$ cat config.mk
export PLATFORM = sky130hd
export DESIGN_NAME = axi_ram_init_ctrl
export DESIGN_NICKNAME = d
export VERILOG_FILES = /design/src/rtl/axi_ram_init_ctrl.sv
export SDC_FILE = /design/constraint.sdc
export NUM_CORES = 1
export LEC_CHECK = 0
export ABC_CLOCK_PERIOD_IN_PS = 3690
export BUFFER_PORTS_ARGS = -buffer_cell sky130_fd_sc_hd__buf_2
export CORE_MARGIN = 2
export CORE_UTILIZATION = 35
export CTS_BUF_LIST = sky130_fd_sc_hd__clkbuf_4 sky130_fd_sc_hd__clkbuf_8 sky130_fd_sc_hd__clkbuf_16
export DETAILED_ROUTE_END_ITERATION = 6
export HOLD_SLACK_MARGIN = 0.05
export PLACE_DENSITY_LB_ADDON = 0.15
export SYNTH_ARGS = -nofsm -noshare
export SYNTH_HDL_FRONTEND = slang
export SYNTH_SLANG_ARGS = --single-unit
export TNS_END_PERCENT = 5
$ cat constraint.sdc
create_clock -name clk -period 3.69 [get_ports clk]
set_clock_uncertainty 0.05 [all_clocks]
set_input_delay 0.5535 -clock clk [delete_from_list [all_inputs] [get_ports clk]]
set_output_delay 0.5535 -clock clk [all_outputs]
set_load 0.01 [all_outputs]
$ cat src/rtl/axi_ram_init_ctrl.sv
`default_nettype none
// ============================================================================
// Module  : axi_ram_init_ctrl
// Brief   : AXI4 write-only master that clears or fills external RAM after
//           reset using fixed-length INCR bursts.
//           Optional macro RAM_INIT_PATTERN_EN: write an address-derived word
//           per beat instead of FILL_DATA.
// Revision: 1.0
// ============================================================================
module axi_ram_init_ctrl #(
    parameter int unsigned ID_WIDTH   = 6,
    parameter logic [31:0] MEM_SIZE   = 32'h10000,
    parameter logic [31:0] BASE_ADDR  = 32'h0,
    parameter int unsigned BURST_LEN  = 16,
    parameter logic [63:0] FILL_DATA  = 64'h0,
    parameter bit          AUTO_START = 1'b1
) (
    input  logic                clk,
    input  logic                rst,
    input  logic                i_start,
    output logic [ID_WIDTH-1:0] o_awid,
    output logic [31:0]         o_awaddr,
    output logic [7:0]          o_awlen,
    output logic [2:0]          o_awsize,
    output logic [1:0]          o_awburst,
    output logic                o_awvalid,
    input  logic                i_awready,
    output logic [63:0]         o_wdata,
    output logic [7:0]          o_wstrb,
    output logic                o_wlast,
    output logic                o_wvalid,
    input  logic                i_wready,
    input  logic [ID_WIDTH-1:0] i_bid,
    input  logic [1:0]          i_bresp,
    input  logic                i_bvalid,
    output logic                o_bready,
    output logic                o_init_done,
    output logic                o_init_error
);

    localparam logic [7:0]  c_LAST_BEAT   = 8'(BURST_LEN - 1);
    localparam logic [31:0] c_BURST_BYTES = 32'(BURST_LEN * 8);
    // 33-bit end address so a region ending exactly at 2^32 compares correctly
    localparam logic [32:0] c_END_ADDR    = {1'b0, BASE_ADDR} + {1'b0, MEM_SIZE};

    typedef enum logic [2:0] {
        S_IDLE = 3'd0,
        S_AW   = 3'd1,
        S_W    = 3'd2,
        S_B    = 3'd3,
        S_DONE = 3'd4,
        S_ERR  = 3'd5
    } state_t;

    state_t      r_state;
    logic [7:0]  r_beat;
    logic [32:0] w_next_addr;
    logic        w_last_burst;
    logic        w_unused_bid;

    assign w_next_addr  = {1'b0, o_awaddr} + {1'b0, c_BURST_BYTES};
    assign w_last_burst = (w_next_addr == c_END_ADDR);
    assign w_unused_bid = ^i_bid;

    assign o_awid    = '0;
    assign o_awlen   = c_LAST_BEAT;
    assign o_awsize  = 3'd3;
    assign o_awburst = 2'b01;
    assign o_wstrb   = 8'hFF;

`ifdef RAM_INIT_PATTERN_EN
    logic [31:0] w_beat_addr;
    assign w_beat_addr = o_awaddr + {21'd0, r_beat, 3'd0};
    assign o_wdata     = {~w_beat_addr, w_beat_addr};
`else
    assign o_wdata = FILL_DATA;
`endif

    always_ff @(posedge clk) begin
        if (rst) begin
            r_state      <= S_IDLE;
            r_beat       <= 8'd0;
            o_awaddr     <= BASE_ADDR;
            o_awvalid    <= 1'b0;
            o_wvalid     <= 1'b0;
            o_wlast      <= 1'b0;
            o_bready     <= 1'b0;
            o_init_done  <= 1'b0;
            o_init_error <= 1'b0;
        end else begin
            case (r_state)
                S_IDLE: begin
                    if (AUTO_START || i_start) begin
                        o_awvalid <= 1'b1;
                        r_state   <= S_AW;
                    end
                end
                S_AW: begin
                    if (i_awready) begin
                        o_awvalid <= 1'b0;
                        o_wvalid  <= 1'b1;
                        r_beat    <= 8'd0;
                        o_wlast   <= (c_LAST_BEAT == 8'd0);
                        r_state   <= S_W;
                    end
                end
                S_W: begin
                    if (i_wready) begin
                        if (o_wlast) begin
                            o_wvalid <= 1'b0;
                            o_wlast  <= 1'b0;
                            o_bready <= 1'b1;
                            r_state  <= S_B;
                        end else begin
                            r_beat  <= r_beat + 8'd1;
                            o_wlast <= ((r_beat + 8'd1) == c_LAST_BEAT);
                        end
                    end
                end
                S_B: begin
                    if (i_bvalid) begin
                        o_bready <= 1'b0;
                        if (i_bresp != 2'b00) begin
                            o_init_error <= 1'b1;
                            r_state      <= S_ERR;
                        end else if (w_last_burst) begin
                            o_init_done <= 1'b1;
                            r_state     <= S_DONE;
                        end else begin
                            o_awaddr  <= w_next_addr[31:0];
                            o_awvalid <= 1'b1;
                            r_state   <= S_AW;
                        end
                    end
                end
                S_DONE, S_ERR: begin
                    if (i_start) begin
                        o_init_done  <= 1'b0;
                        o_init_error <= 1'b0;
                        o_awaddr     <= BASE_ADDR;
                        o_awvalid    <= 1'b1;
                        r_state      <= S_AW;
                    end
                end
                default: r_state <= S_IDLE;
            endcase
        end
    end

endmodule
`default_nettype wire

==> impl_results.md, run 1 <==
- Run status: complete, no violations
- XOR/XNOR Fraction of Synth Area: 3.01%
- Fin. Hold Viols: 0
- Post-route DRC: 0
- Routed WL: 8340 um
- CTS clk-pin slew, worst paths: 0.10 ns
- First-pass GRT wire length: 13600 um
- Peak fanout along the critical path: 17
- GRT Overall Usage: 15.1%
- WS Path Type: reg2reg
- Die area: 10800 um^2
- Final instance area: 3560 um^2
- Post-synthesis mux area share: 0.860%
- Main combinational cell family by area after synthesis: simple AND/OR/NAND/NOR gates
- DP Area: 3440 um^2
- Relative slew slack: 45.2%
- Cell chain of the critical path: nand4_2 -> or4_4 -> xnor2_1 -> nand2_1 -> nor4_2 -> a31o_1 -> o21ai_2 -> buf_4 -> o211ai_1
- RSZ-0062 raised after global routing: no
- Worst setup margin: 0.549 ns
- Ratio of cells with drive above 1 in the final layout: 14.9%
- Crit path DAT: 3.30 ns
- Final period util: 85.1%
- Core Area: 9730 um^2
- Root Buffer: clkbuf_8
- Slowest-stage cell, CP: or4_4
- Postcts setup bufs: 0
- Setup TNS: 0 ns
- Peak supply drop: 0.000211 V
- Die Span Y: 104 um
- Post-CTS Hold Fix Bufs: 0
- Distinct cells, synth: 56
- Post-Synth Adder-Cell Area: 1.07%
- Cells after Synth: 465
- Max-slew violations: 0
- Clock Latency Late Sink: 0.30 ns
- Vias per std cell: 4.84
- I/O Pins: 143
- Drt pass-1 iters: 4
- Die width: 104 um
- GRT overflow: 0
- Nets: 512
- I/O Buffers: 38
- DRT iter0 DRCs: 119
- WL/cell: 13.3 um
- Max Fclk: 318 MHz
- Leading cell type by number of instances after synthesis: buf_4
- Synth Area in Compound Gates: 15.0%
- Yosys warns: 0
- Number of synthesized flops with an enable pin: 0
- Synth top area cells: dfxtp_1 24%, buf_4 22%, nand3_1 6.3%
- Area delta synth->final: 1.86%
- Antenna violations before repair: 0
- Final setup vio count: 0
- Critical path's top delay family: simple AND/OR/NAND/NOR gates
- Synth top area share: 24.1%
- Max-Cap Viols: 0
- DP Worst Slack: 0.559 ns
- Starting Density: 35.9%
- Synth Area in Simple Gates: 29.0%
- Crit end category: flip-flop
- Crit path largest cell delay: 0.59 ns
- DPL Wire Length: 6100 um
- Main synth FF type: dfxtp_1
- Least-Margin Pin Slew: 0.821 ns
- Post-DRT Antenna Nets: 0
- Post-synth top cells: 101 x buf_4, 44 x nand3_1, 42 x dfxtp_1
- Final RePlAce weighted congestion: 0.815
- Antenna Diode Count: 0
- Share of synthesized flip-flops with an asynchronous set or reset: 0%
- Seq/Total Area, Yosys: 24.1%
- Via count: 3046
- Nature of the critical path startpoint: flip-flop
- Final min period: 3.14 ns
- WP buf/inv: 1
- Clock buffer depth: 2
- CTS tree: built
- Largest net degree at the start of global routing: 27
- Hold Slack: 0.447 ns
- CTS H-tree lvls: 2
- Post-Syn Area: 3490 um^2
- Vias in the first global route: 2717
- Yosys top cell by area: dfxtp_1
- Cts repair resizes: 0
- Cts bufs inserted: 5
- Clk sinks: 42
- Avg Cell Area, Syn: 7.51 um^2
- Row cnt: 36
- Pwr dens: 341 nW/um^2
- Worst hold path type: reg2reg
- Static leakage: 1.49 nW
- #FFs+latches synth: 42
- Critical Path RT: 3.85 ns
report_power, final:
group / internal, mW / switching, mW
logic: 0.0911 / 0.168
clock network: 0.210 / 0.182
registers: 0.490 / 0.0747
tightest hold or removal path, cell delays in order, from the launching register on:
cell	delay [ns]
dfxtp_1	0.32
nor2_1	0.09
nor3_1	0.05
state kept, by name, indices dropped and copies added, names as in the netlist:
| signal | count |
|---|---|
| o_awaddr | 25 |
| o_awvalid | 1 |
| o_bready | 1 |
| o_init_done | 1 |
| o_init_error | 1 |
| o_wlast | 1 |
| o_wvalid | 1 |
| r_beat | 8 |
| r_state | 3 |
final timing paths:
check	slack, ns	start	cells past startpoint	endpoint
max reg2reg	0.55	o_awaddr[21]	9	o_awaddr[31]
max	0.55	o_awaddr[21]	9	o_awaddr[31]
min reg2reg	0.45	o_wvalid	2	o_wvalid
min	0.45	o_wvalid	2	o_wvalid
per-layer routing:
layer  global-route usage [%]  vias to the layer above  wire length (um)  part of all wire, %
li1                         -                     1512                 -                    -
met1                     19.8                     1418              3830                   46
met2                     25.0                      109              3870                   46
met3                     3.63                        7               560                  6.7
met4                     3.96                        0                82                 0.98
met5                        0                        -                 0                    0
layout by cell type, fill, tap and decap left out, types with 5 or more instances in the layout:
| cell | netlist | layout |
|---|---|---|
| nand3_1 | 44 | 44 |
| dfxtp_1 | 42 | 42 |
| clkbuf_8 | 0 | 5 |
| conb_1 | 2 | 98 |
| a21oi_1 | 21 | 21 |
| and2_1 | 5 | 5 |
| nor3_1 | 12 | 12 |
| xnor2_1 | 11 | 11 |
| and3_1 | 8 | 8 |
| inv_1 | 19 | 19 |
| nor2_1 | 35 | 35 |
| nand2_1 | 25 | 25 |
| buf_4 | 101 | 12 |
| nor4_1 | 9 | 9 |
| buf_2 | 4 | 38 |
| nand4_1 | 10 | 10 |
| o211ai_1 | 21 | 21 |
| o21ai_0 | 8 | 8 |
per-stage QoR:
step | total power [mW] | util [%] | cells
floorplan | 0.840 | - | 561
global placement | 0.829 | 35.4 | 621
detailed placement | 0.833 | 35.4 | 621
CTS | 1.23 | 36.6 | 629
global route | 1.28 | 36.6 | 629
finish | 1.21 | 36.6 | 629
final cells by class:
class | count | area (um^2)
Sequential cell | 42 | 841
Multi-Input combinational cell | 377 | 2090
Timing Repair Buffer | 50 | 280
Inverter | 19 | 71.3
Clock buffer | 6 | 76.3
Clock inverter | 2 | 37.5
Fill cell | 1063 | 6170
Tap cell | 133 | 166
cell families after synthesis:
| kind of cell | after synthesis |
|---|---|
| xor+xnor | 12 |
| compound gates | 77 |
| other cells | 2 |
| mux | 3 |
| buf+inv | 142 |
| simple gates | 184 |
| fa+ha+maj | 3 |
| flops | 42 |
Note: power is estimated with default switching activity, not from simulation.
==> run 2: changes to the inputs <==
- BUFFER_PORTS_ARGS: -buffer_cell sky130_fd_sc_hd__buf_2 -> unset
- DONT_BUFFER_PORTS: unset -> 1
==> run 2 against run 1 <==
Net effect:
- register-to-register slack got worse by 0.13 ns
- via count decreased by 4.6%
- largest power group unchanged
- global-route usage increased by 0.18 points
- sequential cell count unchanged
- sequential power increased by 0.7%
- clock power decreased by 2%
- design area decreased by 4.3%
- worst hold slack got worse by 0.18 ns
- largest cell class unchanged
- wire length increased by 2.9%
==> impl_results.md, run 2 (synthesis results as in run 1) <==
- GRT overflow: 0 (unchanged)
- Row cnt: 36 (unchanged)
- Root Buffer: clkbuf_8
- CTS clk-pin slew, worst paths: 0.09 ns (about the same)
- Hold path startpoint: rst
- Placed cell count: 588 (-5.3%)
- I/O Pins: 143 (unchanged)
- Critical Path Start: o_awaddr[12]
- Peak fanout along the critical path: 17 (unchanged)
- I/O Buffers: 0 (-100%)
- Biggest regs: o_awaddr: 25 flops, r_beat: 8 flops, r_state: 3 flops
- Most flops, register: o_awaddr
- Post-route DRC: 0 (unchanged)
- Final period util: 88.6% (+3.4 points)
- Most used cell, CP: nor4_2
- Area of the multi-input gates: 2090 um^2 (unchanged)
- Die Span Y: 104 um (unchanged)
- Drt pass-1 iters: 4 (unchanged)
- Vias per std cell: 4.88 (+0.72%)
- Worst r2r src: o_awaddr[12]
- Nature of the critical path startpoint: flip-flop
- Final setup vio count: 0 (unchanged)
- Postcts setup bufs: 0 (unchanged)
- Storage element area: 841 um^2 (unchanged)
- Number of flip-flops in the largest register: 25 (unchanged)
- Final Total Pwr: 1.19 mW (-2.4%)
- Worst hold path type: in2reg
- Post-DRT Antenna Nets: 0 (unchanged)
- Clock buffer depth: 2 (unchanged)
- Max Fclk: 306 MHz (-3.9%)
- Commonest non-fill, non-tap cell in the layout: conb_1
- First-pass GRT wire length: 13500 um (-0.36%)
- Crit path DAT: 3.36 ns (+0.06 ns)
- Least-Margin Pin Slew: 0.916 ns (+0.0947 ns)
- Crit end category: flip-flop
- DRT iter0 DRCs: 140 (+18%)
- Crit path largest cell delay: 0.71 ns (+0.12 ns)
- Slowest-stage cell, CP: o21ai_2
- Fill count: 1054 (-0.85%)
- CTS tree: built
- Hold Slack: 0.268 ns (-0.179 ns)
- Max-slew violations: 0 (unchanged)
- Clock Latency Late Sink: 0.29 ns (about the same)
- Die area: 10800 um^2 (unchanged)
- Die width: 104 um (unchanged)
- Core Area: 9730 um^2 (unchanged)
- Run status: complete, no violations
- Largest net degree at the start of global routing: 27 (unchanged)
- Peak supply drop: 0.000152 V (-28%)
- CTS H-tree lvls: 2 (unchanged)
- Max-Cap Viols: 0 (unchanged)
- WL/cell: 14.4 um (+8.6%)
- GRT Overall Usage: 15.3% (+0.18 points)
- Pwr dens: 348 nW/um^2 (+2.0%)
- Cts bufs inserted: 5 (unchanged)
- Starting Density: 35.9% (unchanged)
- Cts repair resizes: 0 (unchanged)
- Vias in the first global route: 2586 (-4.8%)
- Antenna Diode Count: 0 (unchanged)
- Ratio of cells with drive above 1 in the final layout: 8.86% (-6.1 points)
- Relative slew slack: 38.9% (-6.2 points)
- Commonest non-fill, non-tap cells in the layout: 98 x conb_1, 44 x nand3_1, 42 x dfxtp_1, 35 x nor2_1, 25 x nand2_1
- DPL Wire Length: 6230 um (+2.1%)
- Clk sinks: 42 (unchanged)
- Post-CTS Hold Fix Bufs: 0 (unchanged)
- Static leakage: 1.33 nW (-11%)
- Nets: 479 (-6.4%)
- Routed WL: 8580 um (+2.9%)
- RSZ-0062 raised after global routing: no
- Antenna violations before repair: 0 (unchanged)
- Area delta synth->final: -2.51%
- Final min period: 3.27 ns (+0.127 ns)
- Fin. Hold Viols: 0 (unchanged)
- Via count: 2907 (-4.6%)
- Final core occ: 35.0% (-1.6 points)
- WS Path Type: reg2reg
- Setup TNS: 0 ns (unchanged)
- Non-Filler Instances: 596 (-5.2%)
- Final RePlAce weighted congestion: 0.813 (-0.26%)
- Critical Path RT: 3.78 ns (-0.07 ns)
- Cell chain of the critical path: nand4_4 -> nor4_2 -> buf_4 -> nor3_1 -> o2111ai_1 -> nor4_2 -> a31o_1 -> o21ai_2 -> mux2i_1
[run 2: layer usage]
layer | wire [um] | GRT usage (%) | vias up
li1 | - | - | 1438
met1 | 3750 | 19.8 | 1358
met2 | 4110 | 25.4 | 105
met3 | 647 | 4.45 | 6
met4 | 69 | 3.19 | 0
met5 | 0 | 0 | -
[run 2: layout make-up]
class | instances | share of cell area, %
Clock inverter | 1 | 0.882
Sequential cell | 42 | 24.7
Tap cell | 133 | 4.89
Multi-Input combinational cell | 377 | 61.2
Clock buffer | 7 | 2.46
Timing Repair Buffer | 17 | 3.75
Inverter | 19 | 2.09
[run 2: final timing paths]
| path | end | slack (ns) | depth (start not counted) |
|---|---|---|---|
| setup reg to reg | o_awaddr[7] | 0.42 | 9 |
| setup / recovery | o_awaddr[7] | 0.42 | 9 |
| hold reg to reg | r_beat[7] | 0.48 | 2 |
| hold / removal | o_awaddr[22] | 0.27 | 1 |
[run 2: through the flow]
| step | cell area [um^2] | worst slack (ns) |
|---|---|---|
| after floorplan | 3850 | 0.845 |
| after global placement | 3290 | 0.486 |
| after detailed placement | 3290 | 0.432 |
| after CTS | 3410 | 0.404 |
| after global routing | 3410 | 0.147 |
| final | 3410 | 0.422 |
[run 2: worst max-delay path: cells and delay by family (launching register included)]
| kind | cells | cell delay (ns) |
|---|---|---|
| AO/OA/AOI/OAI | 3 | 1.21 |
| AND/OR/NAND/NOR | 4 | 0.88 |
| flip-flops | 1 | 0.59 |
| buffers and inverters | 1 | 0.22 |
| multiplexers | 1 | 0.15 |
[run 2: where the power goes]
group	internal, mW	leakage (nW)	total [mW]	switching, mW
clock	0.218	0.0593	0.385	0.168
sequential	0.490	0.343	0.568	0.0786
combinational	0.0772	0.929	0.232	0.155
==> run 3: changes to the inputs <==
- CTS_BUF_LIST: sky130_fd_sc_hd__clkbuf_4 sky130_fd_sc_hd__clkbuf_8 sky130_fd_sc_hd__clkbuf_16 -> sky130_fd_sc_hd__clkbuf_16
==> run 3 against run 2 <==
Net effect:
- sequential cell count unchanged
- core utilization rose by 0.50 points
- sequential power about the same
- non-clock buffer count did not move
- count of clock-buffer cells in the layout decreased by 2
- via count increased by 0.96%
- die area stayed put
- critical path depth stayed put
- design area is 1.4% higher
- highest routed layer unchanged
==> impl_results.md, run 3 (synthesis results as in run 1) <==
- Run status: complete, no violations
- Clock buffer depth: 2 (unchanged)
- Final instance area: 3450 um^2 (+1.4%)
- Final core occ: 35.5% (+0.50 points)
- Ratio of cells with drive above 1 in the final layout: 8.42% (-0.43 points)
- DRT iter0 DRCs: 156 (+11%)
- Fin. Hold Viols: 0 (unchanged)
- WL/cell: 14.3 um (-0.50%)
- Max-slew violations: 0 (unchanged)
- P_int: 0.882 mW (+12%)
- CTS H-tree lvls: 2 (unchanged)
- Vias per std cell: 4.92 (+0.96%)
- RSZ-0062 raised after global routing: no
- Commonest non-fill, non-tap cell in the layout: conb_1
- First-pass GRT wire length: 13600 um (+0.47%)
- Logic pwr share: 17.8% (-1.8 points)
- Worst setup margin: 0.415 ns (-0.00650 ns)
- Die area: 10800 um^2 (unchanged)
- Sw frac: 32.3% (-1.5 points)
- Post-CTS Hold Fix Bufs: 0 (unchanged)
- Placed cell count: 588 (unchanged)
- Postcts setup bufs: 0 (unchanged)
- Biggest regs: o_awaddr: 25 flops, r_beat: 8 flops, r_state: 3 flops
- CTS tree: built
- Clock Latency Late Sink: 0.29 ns (about the same)
- Routed WL: 8540 um (-0.50%)
- Row cnt: 36 (unchanged)
- Fill count: 1050 (-0.38%)
- Final period util: 88.7% (+0.18 points)
- Largest net degree at the start of global routing: 27 (unchanged)
- GRT Overall Usage: 15.5% (+0.13 points)
- Clk network pwr share: 38.5% (+6.0 points)
- Via count: 2935 (+0.96%)
- Commonest non-fill, non-tap cells in the layout: 98 x conb_1, 44 x nand3_1, 42 x dfxtp_1, 35 x nor2_1, 25 x nand2_1
- I/O Buffers: 0 (unchanged)
- Final RePlAce weighted congestion: 0.813 (unchanged)
- Post-DRT Antenna Nets: 0 (unchanged)
- Cts bufs inserted: 5 (unchanged)
- Post-route DRC: 0 (unchanged)
- Antenna Diode Count: 0 (unchanged)
- GRT overflow: 0 (unchanged)
- Die Span Y: 104 um (unchanged)
- Least-Margin Pin Slew: 0.929 ns (+0.0129 ns)
- Root Buffer: clkbuf_16
- WS Path Type: reg2reg
- Peak fanout along the critical path: 17 (unchanged)
- Peak supply drop: 0.000143 V (-5.6%)
- Switching power: 0.421 mW (+5.0%)
- I/O Pins: 143 (unchanged)
- Critical Path RT: 3.77 ns (about the same)
- Die width: 104 um (unchanged)
- Drt pass-1 iters: 4 (unchanged)
- Final setup vio count: 0 (unchanged)
- Area delta synth->final: -1.11%
- Crit end category: flip-flop
- Number of flip-flops in the largest register: 25 (unchanged)
- Pwr dens: 377 nW/um^2 (+8.4%)
- Relative slew slack: 38.1% (-0.86 points)
- Antenna violations before repair: 0 (unchanged)
- CTS clk-pin slew, worst paths: 0.07 ns (-0.02 ns)
- Part of the power in registers: 43.6% (-4.3 points)
- Core Area: 9730 um^2 (unchanged)
- Clk sinks: 42 (unchanged)
- Max Fclk: 305 MHz (-0.20%)
- Static leakage: 1.36 nW (+2.0%)
- DPL Wire Length: 6230 um (unchanged)
- Crit path DAT: 3.36 ns (about the same)
- Vias in the first global route: 2585 (-0.039%)
- Final min period: 3.27 ns (+0.00650 ns)
- Cts repair resizes: 0 (unchanged)
- Setup TNS: 0 ns (unchanged)
- Most flops, register: o_awaddr
- Max-Cap Viols: 0 (unchanged)
- Nature of the critical path startpoint: flip-flop
- DP Worst Slack: 0.432 ns (unchanged)
- Worst hold path type: in2reg
- Nets: 479 (unchanged)
- Non-Filler Instances: 596 (unchanged)
- DP Area: 3290 um^2 (unchanged)
- Starting Density: 35.9% (unchanged)
run 3: layout make-up:
cell class | instances | area (um^2) | area share [%]
multi-input cells | 377 | 2090 | 60.4
flip-flops and latches | 42 | 841 | 24.3
well taps | 133 | 166 | 4.82
repair buffers | 17 | 128 | 3.69
clock buffers | 5 | 125 | 3.62
inverters | 19 | 71.3 | 2.06
clock inverters | 3 | 37.5 | 1.09
run 3: worst max-delay path, cell delays in order, from the launching register on:
cell	delay [ns]
dfxtp_1	0.58
nand4_4	0.22
nor4_2	0.54
buf_4	0.22
nor3_1	0.04
o2111ai_1	0.25
nor4_2	0.10
a31o_1	0.24
o21ai_2	0.72
mux2i_1	0.15
run 3: power by group through the flow:
| stage | clock network, mW | logic, mW | registers [mW] |
|---|---|---|---|
| 2_1_floorplan | 0 | 0.288 | 0.552 |
| 3_3_place_gp | 0 | 0.228 | 0.579 |
| 3_5_place_dp | 0 | 0.231 | 0.580 |
| 4_1_cts | 0.515 | 0.232 | 0.570 |
| 5_1_grt | 0.534 | 0.264 | 0.578 |
| 6_report | 0.502 | 0.233 | 0.569 |
run 3: per-layer routing:
layer | up-vias | wire length, um | share of wire, % | track usage (%)
met1 | 1364 | 3730 | 44 | 19.9
met5 | - | 0 | 0 | 0
li1 | 1444 | - | - | -
met2 | 119 | 4030 | 47 | 25.3
met4 | 0 | 74 | 0.87 | 3.76
met3 | 8 | 709 | 8.3 | 4.64
run 3: metrics by stage:
stage / total power [mW] / hold slack [ns]
finish: 1.30 / 0.281
global route: 1.38 / 0.268
CTS: 1.32 / 0.273
detailed placement: 0.811 / 0.468
global placement: 0.807 / 0.456
floorplan: 0.840 / 0.431
run 3: path summary, 6_finish.rpt:
check	startpoint	to	slack, ns	cells after the start
setup / recovery	o_awaddr[12]	o_awaddr[7]	0.42	9
hold / removal	rst	o_awaddr[22]	0.28	1
setup reg to reg	o_awaddr[12]	o_awaddr[7]	0.42	9
hold reg to reg	r_beat[7]	r_beat[7]	0.47	2
